<file path="config.mk">
export PLATFORM = sky130hd
export DESIGN_NAME = alu_exec_seq
export DESIGN_NICKNAME = d
export VERILOG_FILES = /design/src/rtl/alu_exec_seq_pkg.sv /design/src/rtl/alu_exec_seq_mul.sv /design/src/rtl/alu_exec_seq.sv
export SDC_FILE = /design/constraint.sdc
export NUM_CORES = 1
export LEC_CHECK = 0
export CORE_MARGIN = 1
export CORE_UTILIZATION = 40
export CTS_BUF_LIST = sky130_fd_sc_hd__clkbuf_4
export DETAILED_ROUTE_END_ITERATION = 12
export HOLD_SLACK_MARGIN = 0.1
export SLEW_MARGIN = 20
export SYNTH_ARGS = -nofsm -noshare
export SYNTH_HDL_FRONTEND = slang
export SYNTH_HIERARCHICAL = 1
export SYNTH_SLANG_ARGS = --single-unit
</file>
<file path="constraint.sdc">
create_clock -name clk -period 3.91 [get_ports clk]
set_clock_uncertainty 0.2 [all_clocks]
set_input_delay 0.5865 -clock clk [delete_from_list [all_inputs] [get_ports clk]]
set_output_delay 0.5865 -clock clk [all_outputs]
set_load 0.01 [all_outputs]
</file>
<file path="src/rtl/alu_exec_seq_pkg.sv">
// Shared opcode/func constants, internal ALU op codes and FSM states.
// Latency: n/a (definitions only).
// Backpressure: n/a.
package alu_exec_seq_pkg;

   // Instruction opcodes
   localparam int unsigned OPCODE_BNE   = 0;
   localparam int unsigned OPCODE_BEQ   = 1;
   localparam int unsigned OPCODE_BGZ   = 2;
   localparam int unsigned OPCODE_BLZ   = 3;
   localparam int unsigned OPCODE_ADI   = 4;
   localparam int unsigned OPCODE_ORI   = 5;
   localparam int unsigned OPCODE_RTYPE = 15;

   // R-type function codes
   localparam int unsigned FUNC_ADD = 0;
   localparam int unsigned FUNC_SUB = 1;
   localparam int unsigned FUNC_AND = 2;
   localparam int unsigned FUNC_ORR = 3;
   localparam int unsigned FUNC_NOT = 4;
   localparam int unsigned FUNC_TCP = 5;
   localparam int unsigned FUNC_SHL = 6;
   localparam int unsigned FUNC_SHR = 7;
   localparam int unsigned FUNC_MUL = 8;

   // Internal ALU operation after decode
   typedef enum logic [3:0] {
      OP_ADD = 4'd0,
      OP_SUB = 4'd1,
      OP_AND = 4'd2,
      OP_ORR = 4'd3,
      OP_NOT = 4'd4,
      OP_TCP = 4'd5,
      OP_SHL = 4'd6,
      OP_SHR = 4'd7,
      OP_MUL = 4'd8,
      OP_BNE = 4'd9,
      OP_BEQ = 4'd10,
      OP_BGZ = 4'd11,
      OP_BLZ = 4'd12
   } alu_op_t;

   typedef enum logic {
      ST_IDLE = 1'b0,
      ST_MUL  = 1'b1
   } state_t;

endpackage

</file>
<file path="src/rtl/alu_exec_seq_mul.sv">
// Iterative shift-add multiplier, low WORD_W bits of a*b.
// Latency: fixed WORD_W cycles from start to o_done (o_done is combinational in the last cycle).
// Backpressure: none; caller must not restart while a product is in flight.
module alu_mul_iter #(
   parameter int WORD_W = 16
) (
   input  logic              clk,
   input  logic              reset_n,
   input  logic              i_start,
   input  logic [WORD_W-1:0] i_a,
   input  logic [WORD_W-1:0] i_b,
   output logic              o_done,
   output logic [WORD_W-1:0] o_product
);
   localparam int CNT_W = $clog2(WORD_W + 1);

   logic [WORD_W-1:0] r_mcand;
   logic [WORD_W-1:0] r_mplier;
   logic [WORD_W-1:0] r_acc;
   logic [CNT_W-1:0]  r_count;
   logic [WORD_W-1:0] w_acc_next;

   // Partial-product add for the current multiplier bit
   always_comb begin
      w_acc_next = r_acc + (r_mplier[0] ? r_mcand : '0);
   end

   // The final iteration's accumulator is handed out directly so the
   // caller can register it on the same edge that finishes the count.
   assign o_done    = (r_count == CNT_W'(1));
   assign o_product = w_acc_next;

   // Load on start, then one shift-add step per cycle until count hits 0
   always_ff @(posedge clk or negedge reset_n) begin
      if (!reset_n) begin
         r_mcand  <= '0;
         r_mplier <= '0;
         r_acc    <= '0;
         r_count  <= '0;
      end else if (i_start) begin
         r_mcand  <= i_a;
         r_mplier <= i_b;
         r_acc    <= '0;
         r_count  <= CNT_W'(WORD_W);
      end else if (r_count != '0) begin
         r_acc    <= w_acc_next;
         r_mcand  <= r_mcand << 1;
         r_mplier <= r_mplier >> 1;
         r_count  <= r_count - CNT_W'(1);
      end
   end

endmodule

</file>
<file path="src/rtl/alu_exec_seq.sv">
// Handshaked ALU execute stage: decode, single-cycle ops, registered result, iterative MUL.
// Latency: 1 cycle for single-cycle ops, WORD_W cycles for MUL.
// Backpressure: result holds while out_valid && !out_ready; in_ready low while busy or blocked.
module alu_exec_seq
   import alu_exec_seq_pkg::*;
#(
   parameter int WORD_W = 16,
   parameter int OPC_W  = 4,
   parameter int FUNC_W = 6,
   parameter int MUL_EN = 1
) (
   input  logic              clk,
   input  logic              reset_n,
   input  logic              in_valid,
   output logic              in_ready,
   input  logic [OPC_W-1:0]  opcode,
   input  logic [FUNC_W-1:0] func_code,
   input  logic              alu_mode,
   input  logic [WORD_W-1:0] operand_a,
   input  logic [WORD_W-1:0] operand_b,
   output logic              out_valid,
   input  logic              out_ready,
   output logic [WORD_W-1:0] result,
   output logic              branch_taken,
   output logic              overflow,
   output logic              busy
);
   localparam int MSB = WORD_W - 1;

   state_t            r_state;
   state_t            w_state_nxt;
   logic              r_out_valid;
   logic [WORD_W-1:0] r_result;
   logic              r_branch;
   logic              r_ovf;

   alu_op_t           w_op;
   logic [WORD_W-1:0] w_b_eff;
   logic [WORD_W-1:0] w_sum;
   logic [WORD_W-1:0] w_res;
   logic              w_branch;
   logic              w_ovf;
   logic              w_accept;
   logic              w_is_mul;
   logic              w_mul_done;
   logic [WORD_W-1:0] w_mul_prod;

   // Decode opcode/func under the ALU-mode select
   always_comb begin
      w_op = OP_ADD;
      if (alu_mode) begin
         case (opcode)
            OPC_W'(OPCODE_RTYPE): begin
               case (func_code)
                  FUNC_W'(FUNC_SUB): w_op = OP_SUB;
                  FUNC_W'(FUNC_AND): w_op = OP_AND;
                  FUNC_W'(FUNC_ORR): w_op = OP_ORR;
                  FUNC_W'(FUNC_NOT): w_op = OP_NOT;
                  FUNC_W'(FUNC_TCP): w_op = OP_TCP;
                  FUNC_W'(FUNC_SHL): w_op = OP_SHL;
                  FUNC_W'(FUNC_SHR): w_op = OP_SHR;
                  FUNC_W'(FUNC_MUL): w_op = (MUL_EN != 0) ? OP_MUL : OP_ADD;
                  default:           w_op = OP_ADD;
               endcase
            end
            OPC_W'(OPCODE_ADI): w_op = OP_ADD;
            OPC_W'(OPCODE_ORI): w_op = OP_ORR;
            OPC_W'(OPCODE_BNE): w_op = OP_BNE;
            OPC_W'(OPCODE_BEQ): w_op = OP_BEQ;
            OPC_W'(OPCODE_BGZ): w_op = OP_BGZ;
            OPC_W'(OPCODE_BLZ): w_op = OP_BLZ;
            default:            w_op = OP_ADD;
         endcase
      end
   end

   // Single-cycle datapath; subtract reuses the adder with a negated b
   always_comb begin
      w_b_eff  = (w_op == OP_SUB) ? (~operand_b + WORD_W'(1)) : operand_b;
      w_sum    = operand_a + w_b_eff;
      w_ovf    = 1'b0;
      w_branch = 1'b0;
      w_res    = '0;
      case (w_op)
         OP_ADD, OP_SUB: begin
            w_res = w_sum;
            w_ovf = (operand_a[MSB] == w_b_eff[MSB]) && (w_sum[MSB] != operand_a[MSB]);
         end
         OP_AND: w_res = operand_a & operand_b;
         OP_ORR: w_res = operand_a | operand_b;
         OP_NOT: w_res = ~operand_a;
         OP_TCP: w_res = '0 - operand_a;
         OP_SHL: w_res = operand_a << 1;
         OP_SHR: w_res = {operand_a[MSB], operand_a[MSB:1]};
         OP_BNE: w_branch = (operand_a != operand_b);
         OP_BEQ: w_branch = (operand_a == operand_b);
         OP_BGZ: w_branch = !operand_a[MSB] && (operand_a != '0);
         OP_BLZ: w_branch = operand_a[MSB];
         default: w_res = '0;
      endcase
   end

   // in_ready is forced low while reset is held so nothing is taken mid-reset
   assign in_ready = reset_n && (r_state == ST_IDLE) && (!r_out_valid || out_ready);
   assign w_accept = in_valid && in_ready;
   assign w_is_mul = (w_op == OP_MUL);

   alu_mul_iter #(
      .WORD_W (WORD_W)
   ) u_mul (
      .clk       (clk),
      .reset_n   (reset_n),
      .i_start   (w_accept && w_is_mul),
      .i_a       (operand_a),
      .i_b       (operand_b),
      .o_done    (w_mul_done),
      .o_product (w_mul_prod)
   );

   // FSM state register
   always_ff @(posedge clk or negedge reset_n) begin
      if (!reset_n) r_state <= ST_IDLE;
      else          r_state <= w_state_nxt;
   end

   // FSM next state: leave IDLE only for an accepted multiply
   always_comb begin
      w_state_nxt = r_state;
      case (r_state)
         ST_IDLE: if (w_accept && w_is_mul) w_state_nxt = ST_MUL;
         ST_MUL:  if (w_mul_done)           w_state_nxt = ST_IDLE;
         default: w_state_nxt = ST_IDLE;
      endcase
   end

   // Output register: load on accept or multiply completion, clear on drain
   always_ff @(posedge clk or negedge reset_n) begin
      if (!reset_n) begin
         r_out_valid <= 1'b0;
         r_result    <= '0;
         r_branch    <= 1'b0;
         r_ovf       <= 1'b0;
      end else if (w_accept && !w_is_mul) begin
         r_out_valid <= 1'b1;
         r_result    <= w_res;
         r_branch    <= w_branch;
         r_ovf       <= w_ovf;
      end else if (w_accept) begin
         r_out_valid <= 1'b0;
         r_branch    <= 1'b0;
         r_ovf       <= 1'b0;
      end else if ((r_state == ST_MUL) && w_mul_done) begin
         r_out_valid <= 1'b1;
         r_result    <= w_mul_prod;
         r_branch    <= 1'b0;
         r_ovf       <= 1'b0;
      end else if (r_out_valid && out_ready) begin
         r_out_valid <= 1'b0;
      end
   end

   assign out_valid    = r_out_valid;
   assign result       = r_result;
   assign branch_taken = r_branch;
   assign overflow     = r_ovf;
   assign busy         = (r_state == ST_MUL);

endmodule

</file>
==> results list, run 1 <==
- Final global-route overflow total: 0
* Initial DRC count: a little over 500
- At the pin with the least slew margin, the transition time is 1030 ps.
- Slew Viols, Final: 0
- Netlist area before placement: 7130 sq um
- The worst pin sits at a relative slew slack of 0.311.
- Max Clk Rate: 0.263 GHz
* Number of endpoints with negative hold slack in the final report: 0
* Number of warnings printed during yosys synthesis: 6
- Wirelength, routed: roughly 23000 um
- Overall fraction of global-route tracks in use: 0.259
* Core box area: 17400 sq um
* First-pass iteration count of the detailed router: 6
- For the worst setup path, the data required time is 4090 ps.
- The worst-case IR drop observed on VDD is 183 uV.
- Of the available clock period, the critical path in the final layout requires 0.972.
- Clock tree synthesis found a total of 73 sinks.
- Sequential share of power: 0.345
* Antenna violations before repair: 2
- Ordered list of cells on the worst path: clkdlybuf4s50_1 > o221ai_2 > nor3b_2 > and2_4 > nand3_4 > buf_4 > a41oi_2 > xnor2_1 > ha_1 > and3_1 > o21ai_0 > a21o_1 > a21oi_2 > nor3_2 > buf_4 > or3_1 > nand3_1 > a21oi_1
- Deepest level of the CTS H-tree: 3
- The share of the Yosys chip area taken by registers is 0.256.
* CTS tree: yes
- PnR Total Power: ~3500 uW
- Die H: 135 um
- Critical-path top delay cell: clkdlybuf4s50_1
- Internal power: 2080 uW
* Worst min-delay path class: in2async
- The number of nets handed over by synthesis was 982.
- Final-layout fill cell count: 1643
* Classification of the worst setup path: in2reg
* Max-cap check violation count: 0
* Setup slack of the worst register-to-register path: 410 ps
- Clock-pin slew was measured on the worst setup and hold paths at ~140 ps.
- Critical register-to-register path endpoint: result[14]
- Number of buffers inserted during clock tree synthesis: 9
* Type of origin of the critical path: input port
- Dividing the detail-routed via count by the number of cells gives around 5.7.
- Of the cells placed in the final design, the portion with a size suffix greater than 1 is 0.197.
* Via count: 7097
- Switching Fraction: 0.402
- Of the total power, combinational logic draws 0.482.
- The clock reaches the later pin of the worst-skew pair after 480 ps.
* Critical-path maximum fanout: 5
* Final Core Density: 0.526
- In this design, the critical path's most frequently occurring cell is buf_4.
- Post-layout nets: 1131
- Synthesis produced 865 cells.
- After synthesis the netlist holds a flip-flop and latch count of 73.
* Proportion of power drawn by the clock network: 0.174
- Top flip-flop cell by instance count after synthesis: dfrtp_1
* Via count of the first global-routing pass: 6765
- For this design the ratio of total power to cell area is about 380 nW/um^2.
- Summed over all nets, the half-perimeter wirelength after detailed placement is 17700 um.
- The analysis attributes to cell leakage a power of around 0.0042 uW.
- In this run the power spent charging and discharging nets is 1400 uW.
- Counting cells, the worst reg-to-reg path comes to 14.
- After detailed routing, the average wire length per cell comes to 18.5 um.
- Clock root buffer master: clkbuf_4
- In the routed design, unresolved DRC markers number 0.
- Final-report setup violation count: 0
- During I/O placement, the number of pins put on the boundary was 68.
* Count of unique library cells instantiated by Yosys: 79
- Starting Density: 0.411
* Crit path time final: 3800 ps
- Largest net degree at the start of global routing: 73
- On the worst path, the slowest cell contributes a delay of 520 ps.
- For the final routed database, the setup TNS stands at 0 ps.
* Kind of end point of the critical path: flip-flop
* Mean instance size in the synthesized netlist: about 8.2 sq um
* Footprint of the multi-input gates: approximately 5100 sq um
- Overall die width: 135 um
* Final weighted congestion of routability-driven global placement: 0.919
- Clock Path Buffers: 2
- Area enclosed by the die boundary: 18400 sq um
* Post-synthesis to final-layout area growth: 28.1%
* Input/output buffers: between 60 and 70
- The first global-routing pass estimated 36400 um of wire.
* Detail Route Antenna Nets: 0
- Data arrives at the worst endpoint at 3980 ps.
- The floorplan has 48 rows.
* Count of flip-flops with a built-in enable after synthesis: 0
- The worst register-to-register path begins at u_mul/r_mplier[0].
* Share of flip-flops with an asynchronous set or reset: 1.00
- Sequential standard cell area: ~1800 sq um
* Result of the run: finished, final reports clean
-- power by group through the flow --
stage                     combinational [uW]  clock, uW  sequential, uW
after floorplan                         1010          0            1190
after global placement                  1620          0            1210
after detailed placement                1650          0            1210
after CTS                               1660        612            1200
after global routing                    1850        643            1230
final                                   1680        604            1200
-- through the flow --
| step | instance area [sq um] | instances | hold slack [ps] | setup WS, ps |
|---|---|---|---|---|
| after floorplan | 7240 | 865 | 90.9 | -57.4 |
| after global placement | 8730 | 1210 | 180 | -681 |
| after detailed placement | 8730 | 1210 | 182 | -785 |
| after CTS | 9080 | 1243 | 201 | 33.4 |
| after global routing | 9130 | 1246 | 195 | -29.7 |
| final | 9130 | 1246 | 217 | 109 |
-- timing repair --
action	4_1_cts	5_1_grt
setup buffers	16	1
hold buffers	1	0
resized for setup	24	19
pin swaps	17	15
endpoints found under the setup margin	13	18
endpoints found under the hold margin	1	0
-- worst max-delay path by stage --
stage / startpoint / endpoint / slack, ps / cells after the start
final: alu_mode / result[15] / 110 / 18
after floorplan: opcode[0] / result[13] / -60 / 18
after global routing: alu_mode / result[9] / -30 / 16
after CTS: opcode[3] / result[13] / 30 / 17
after global placement: func_code[0] / result[13] / -680 / 16
after detailed placement: func_code[0] / overflow / -780 / 17
-- worst max-delay path, delay by kind of cell --
family                   cells  cell delay [ps]
adder cells (fa/ha/maj)      1              330
AND/OR/NAND/NOR              7             1270
AO/OA/AOI/OAI                6              840
XOR/XNOR                     1              120
buffers and inverters        3              840
-- registers in the layout, summed over array words and instances, names as in the netlist --
register and count:
busy 1, u_mul/r_mcand 16, result 16, overflow 1
u_mul/r_acc 16, u_mul/r_mplier 16, out_valid 1, branch_taken 1
u_mul/r_count 5
-- logic make-up after synthesis --
family          synth area share
buf+inv                   0.0548
flops                      0.256
xor+xnor                  0.0548
mux                       0.0625
simple gates               0.217
compound gates             0.230
fa+ha+maj                  0.125
-- cell usage after synthesis (7+ instances only) --
cell      count  area, sq um
nand2_1      99          372
dfrtp_1      73         1830
o21ai_0      71          355
ha_1         68          851
a21oi_1      52          260
nor2_1       47          176
inv_1        40          150
mux2i_1      40          400
xnor2_1      32          280
clkbuf_1     29          109
nand3_1      26          130
and2_1       24          150
nor3_1       20          100
buf_2        15         75.1
a21o_1       14          105
a31oi_1      11         68.8
and3_1       10         62.6
nor4_1       10         62.6
xor2_1       10         87.6
a221oi_1      9         78.8
nand4_1       9         56.3
o22ai_1       9         56.3
or3_1         9         56.3
a211o_1       8         70.1
nand3b_1      7         52.6
nor3b_1       7         52.6
-- placed cells by master (no fill, tap or decap), types with 25 or more instances in the layout --
cell type	count
dfrtp_1	73
o21ai_0	69
nor2_1	46
mux2i_1	40
a21oi_1	47
inv_1	40
ha_1	67
buf_4	118
clkdlybuf4s50_1	56
nand3_1	25
xnor2_1	31
nand2_1	98
-- cell type report --
cell class / count / share of cell area
Antenna cell: 2 / 0.000548
Clock buffer: 9 / 0.00740
Clock inverter: 7 / 0.0112
Inverter: 40 / 0.0164
Multi-Input combinational cell: 702 / 0.560
Sequential cell: 73 / 0.200
Tap cell: 225 / 0.0308
Timing Repair Buffer: 188 / 0.173
-- routing by layer --
| layer | GRT usage | up-vias | routed length, um |
|---|---|---|---|
| li1 | - | 3470 | - |
| met1 | 0.349 | 3395 | 10500 |
| met2 | 0.424 | 194 | 11000 |
| met3 | 0.0397 | 38 | 993 |
| met4 | 0.0824 | 0 | 527 |
| met5 | 0 | - | 0 |
No activity file was read; power rests on OpenSTA's default activity.
==> run 2: changes to the inputs <==
CORE_MARGIN = not set   (was 1)
==> results of run 2 <==
Same layout as run 1: the final DEF is identical, and so are final timing and power.
==> run 3: changes to the inputs <==
CAP_MARGIN = 20   (was not set)
CORE_ASPECT_RATIO = 0.9   (was not set)
==> run 3 against run 2 <==
  * Largest power group unchanged
  * Total power fell by 4.4%
  * Clock power fell by 31%
  * Worst setup slack got worse by 20 ps
  * Combinational power barely moved
  * Critical path depth rose by 1
==> results list, run 3 (synthesis results as in run 1) <==
- In the routed layout, each cell is associated on average with a via count of 5.84.
* Classification of the worst setup path: in2reg
* Detail Route Antenna Nets: 0
* Clk sinks: 73
- 68 I/O pins were placed.
- After layout, the worst setup slack is just under 90 ps.
- Input and output buffers added on the ports amount to 67.
- LEAKAGE: 0.00427 uW
* Wirelength, routed: approximately 24000 um
- Dividing total power by cell area gives a power density of 362 nW/um^2.
- Final-layout fill cell count: 1682
- Most common library cell in the layout ignoring fill and taps: buf_4
* Wire length of the first global-routing pass: 37100 um
* Post-layout nets: approximately 1100
* Critical-path maximum fanout: 7
- After detailed routing, the number of remaining DRC violations is 0.
* Share of cells above drive strength 1: 0.207
* Proportion of power drawn by the clock network: 0.125
- Number of buffers inserted during clock tree synthesis: 9
- Starting Density: 0.415
- Switching Fraction: 0.412
- The flow ran to the end, and the final reports show no timing, DRC or antenna violations.
* DP HPWL: 18200 um
* Overall fraction of global-route tracks in use: 0.262
- CTS placed an instance of clkbuf_4 at the clock tree root.
- Headroom to the max-slew limit: 0.448
* Deepest level of the CTS H-tree: 3
- Antenna violations before repair: 2
- The worst-case IR drop observed on VDD is 233 uV.
- Internal power: just under 2000 uW
* Reported net switching power: 1370 uW
- Final global-route overflow total: 0
- The core region is 17200 sq um.
- Counting along the longest clock path gives a buffer depth of 2.
- The via count of the first global-routing pass came to 6815.
- Worst-margin pin slew: 823 ps
- Timing analysis after detailed placement gives a worst setup slack of -805 ps.
- Worst min-delay path class: reg2reg
- Kind of end point of the critical path: flip-flop
* Type of origin of the critical path: input port
- Fraction of power consumed by combinational cells: 0.513
* Data arrival time of the critical path: 3950 ps
- Final weighted congestion of routability-driven global placement: ~0.95
- The number of max-slew violations in the final report came to 0.
- Max-cap check violation count: 0
- Standard-cell row count: 45
- The floorplan step set the die height to 129 um.
* Area enclosed by the die boundary: roughly 18000 sq um
- Max Clk Rate: 0.262 GHz
- Per-cell routed wire length: ~19 um
* Latest clock arrival within the worst-skew pair: 470 ps
- Counting I/O delays and the setup requirement, the final critical path takes 3820 ps.
* First-pass iteration count of the detailed router: 5
* Critical Path RT: 4040 ps
- Entering global routing, the biggest net connects 40 pins.
- In the layout the commonest cells are buf_4, nand2_1, dfrtp_1.
- After clock tree synthesis, the clock-pin slew on the worst setup and hold paths is around 120 ps.
- For this block, the via count after detailed routing is roughly 7400.
- In this run, the number of DRC markers left after iteration 0 of detailed routing was 533.
- Final-report setup violation count: 0
* Placed cell count: between 1000 and 1500
- The area growth from synthesis to layout is 28.8%.
- The finished layout holds 1261 standard cells, fillers aside.
* Overall die width: 143 um
- CTS tree: yes
* Number of endpoints with negative hold slack in the final report: 0
* Final critical-path share of the clock period: 0.977
- Sequential share of power: 0.362
## run 3: cell types whose count changed in the layout (fill, tap and decap cells not counted), sizes merged
cell,previous run,this run
clkinvlp,3,0
inv,42,40
clkdlybuf4s15,0,2
bufinv,2,0
dlymetal6s2s,0,1
diode,2,1
clkdlybuf4s50,56,55
buf,121,130
clkbuf,13,12
dlygate4sd2,6,3
clkinv,0,6
## run 3: per-layer routing
metal  vias up  track usage  share of wire
li1       3500            -              -
met1      3567        0.378           0.48
met2       255        0.407           0.44
met3        37       0.0432          0.058
met4         0       0.0620          0.018
met5         -            0              0
## run 3: through the flow
stage          TNS (ps)  utilization  total power [uW]  hold slack (ps)  instance area (sq um)
6_report              0        0.535              3330              320                   9180
2_1_floorplan     -80.0            -              2200             90.9                   7240
5_1_grt            -453        0.535              3570              364                   9180
4_1_cts               0        0.526              3300              329                   9040
3_5_place_dp      -9380        0.514              2860              299                   8820
3_3_place_gp      -9140        0.514              2850              291                   8820
## run 3: critical path: stages
cell     delay [ps]
buf_2           140
and4_1          230
and4b_1         220
nor3b_2         210
and2_4          190
nand3_4         140
buf_6           180
nor2_1          140
xnor2_1         100
ha_1            330
and3_1          180
o21ai_0          90
a21o_1          230
a21oi_2         230
nor3_2           70
buf_4           140
or3_1           370
nand3_1          90
a21oi_1          70
## run 3: power by group through the flow
| stage | logic (uW) | registers (uW) | clock network (uW) |
|---|---|---|---|
| 3_5_place_dp | 1650 | 1210 | 0 |
| 6_report | 1710 | 1200 | 417 |
| 3_3_place_gp | 1630 | 1210 | 0 |
| 5_1_grt | 1870 | 1240 | 459 |
| 4_1_cts | 1670 | 1200 | 431 |
| 2_1_floorplan | 1010 | 1190 | 0 |
## run 3: worst paths after layout
check	from	depth (start not counted)	slack [ps]	endpoint
max	opcode[1]	19	90	result[15]
min	overflow	2	320	overflow
max reg2reg	u_mul/r_mplier[0]	13	370	result[15]
min reg2reg	overflow	2	320	overflow
max in group asynchronous	reset_n	4	2050	branch_taken
min in group asynchronous	reset_n	3	550	u_mul/r_acc[0]
## run 3: cell type report
cell class	instances	area, sq um	share of cell area
Multi-Input combinational cell	702	5150	0.561
Sequential cell	73	1830	0.199
Timing Repair Buffer	195	1650	0.180
Tap cell	235	294	0.0320
Inverter	40	150	0.0164
Clock buffer	9	67.6	0.00736
Clock inverter	6	36.3	0.00395
Antenna cell	1	2.50	0.000273
## run 3: what timing repair did
item                                    CTS  global route
pin swaps                                18            21
gates cloned                              0             0
endpoints found under the setup margin   13            13
buffers inserted                          6             7
hold buffers                              1             0
endpoints found under the hold margin    34             0
gates resized for setup                  27            36
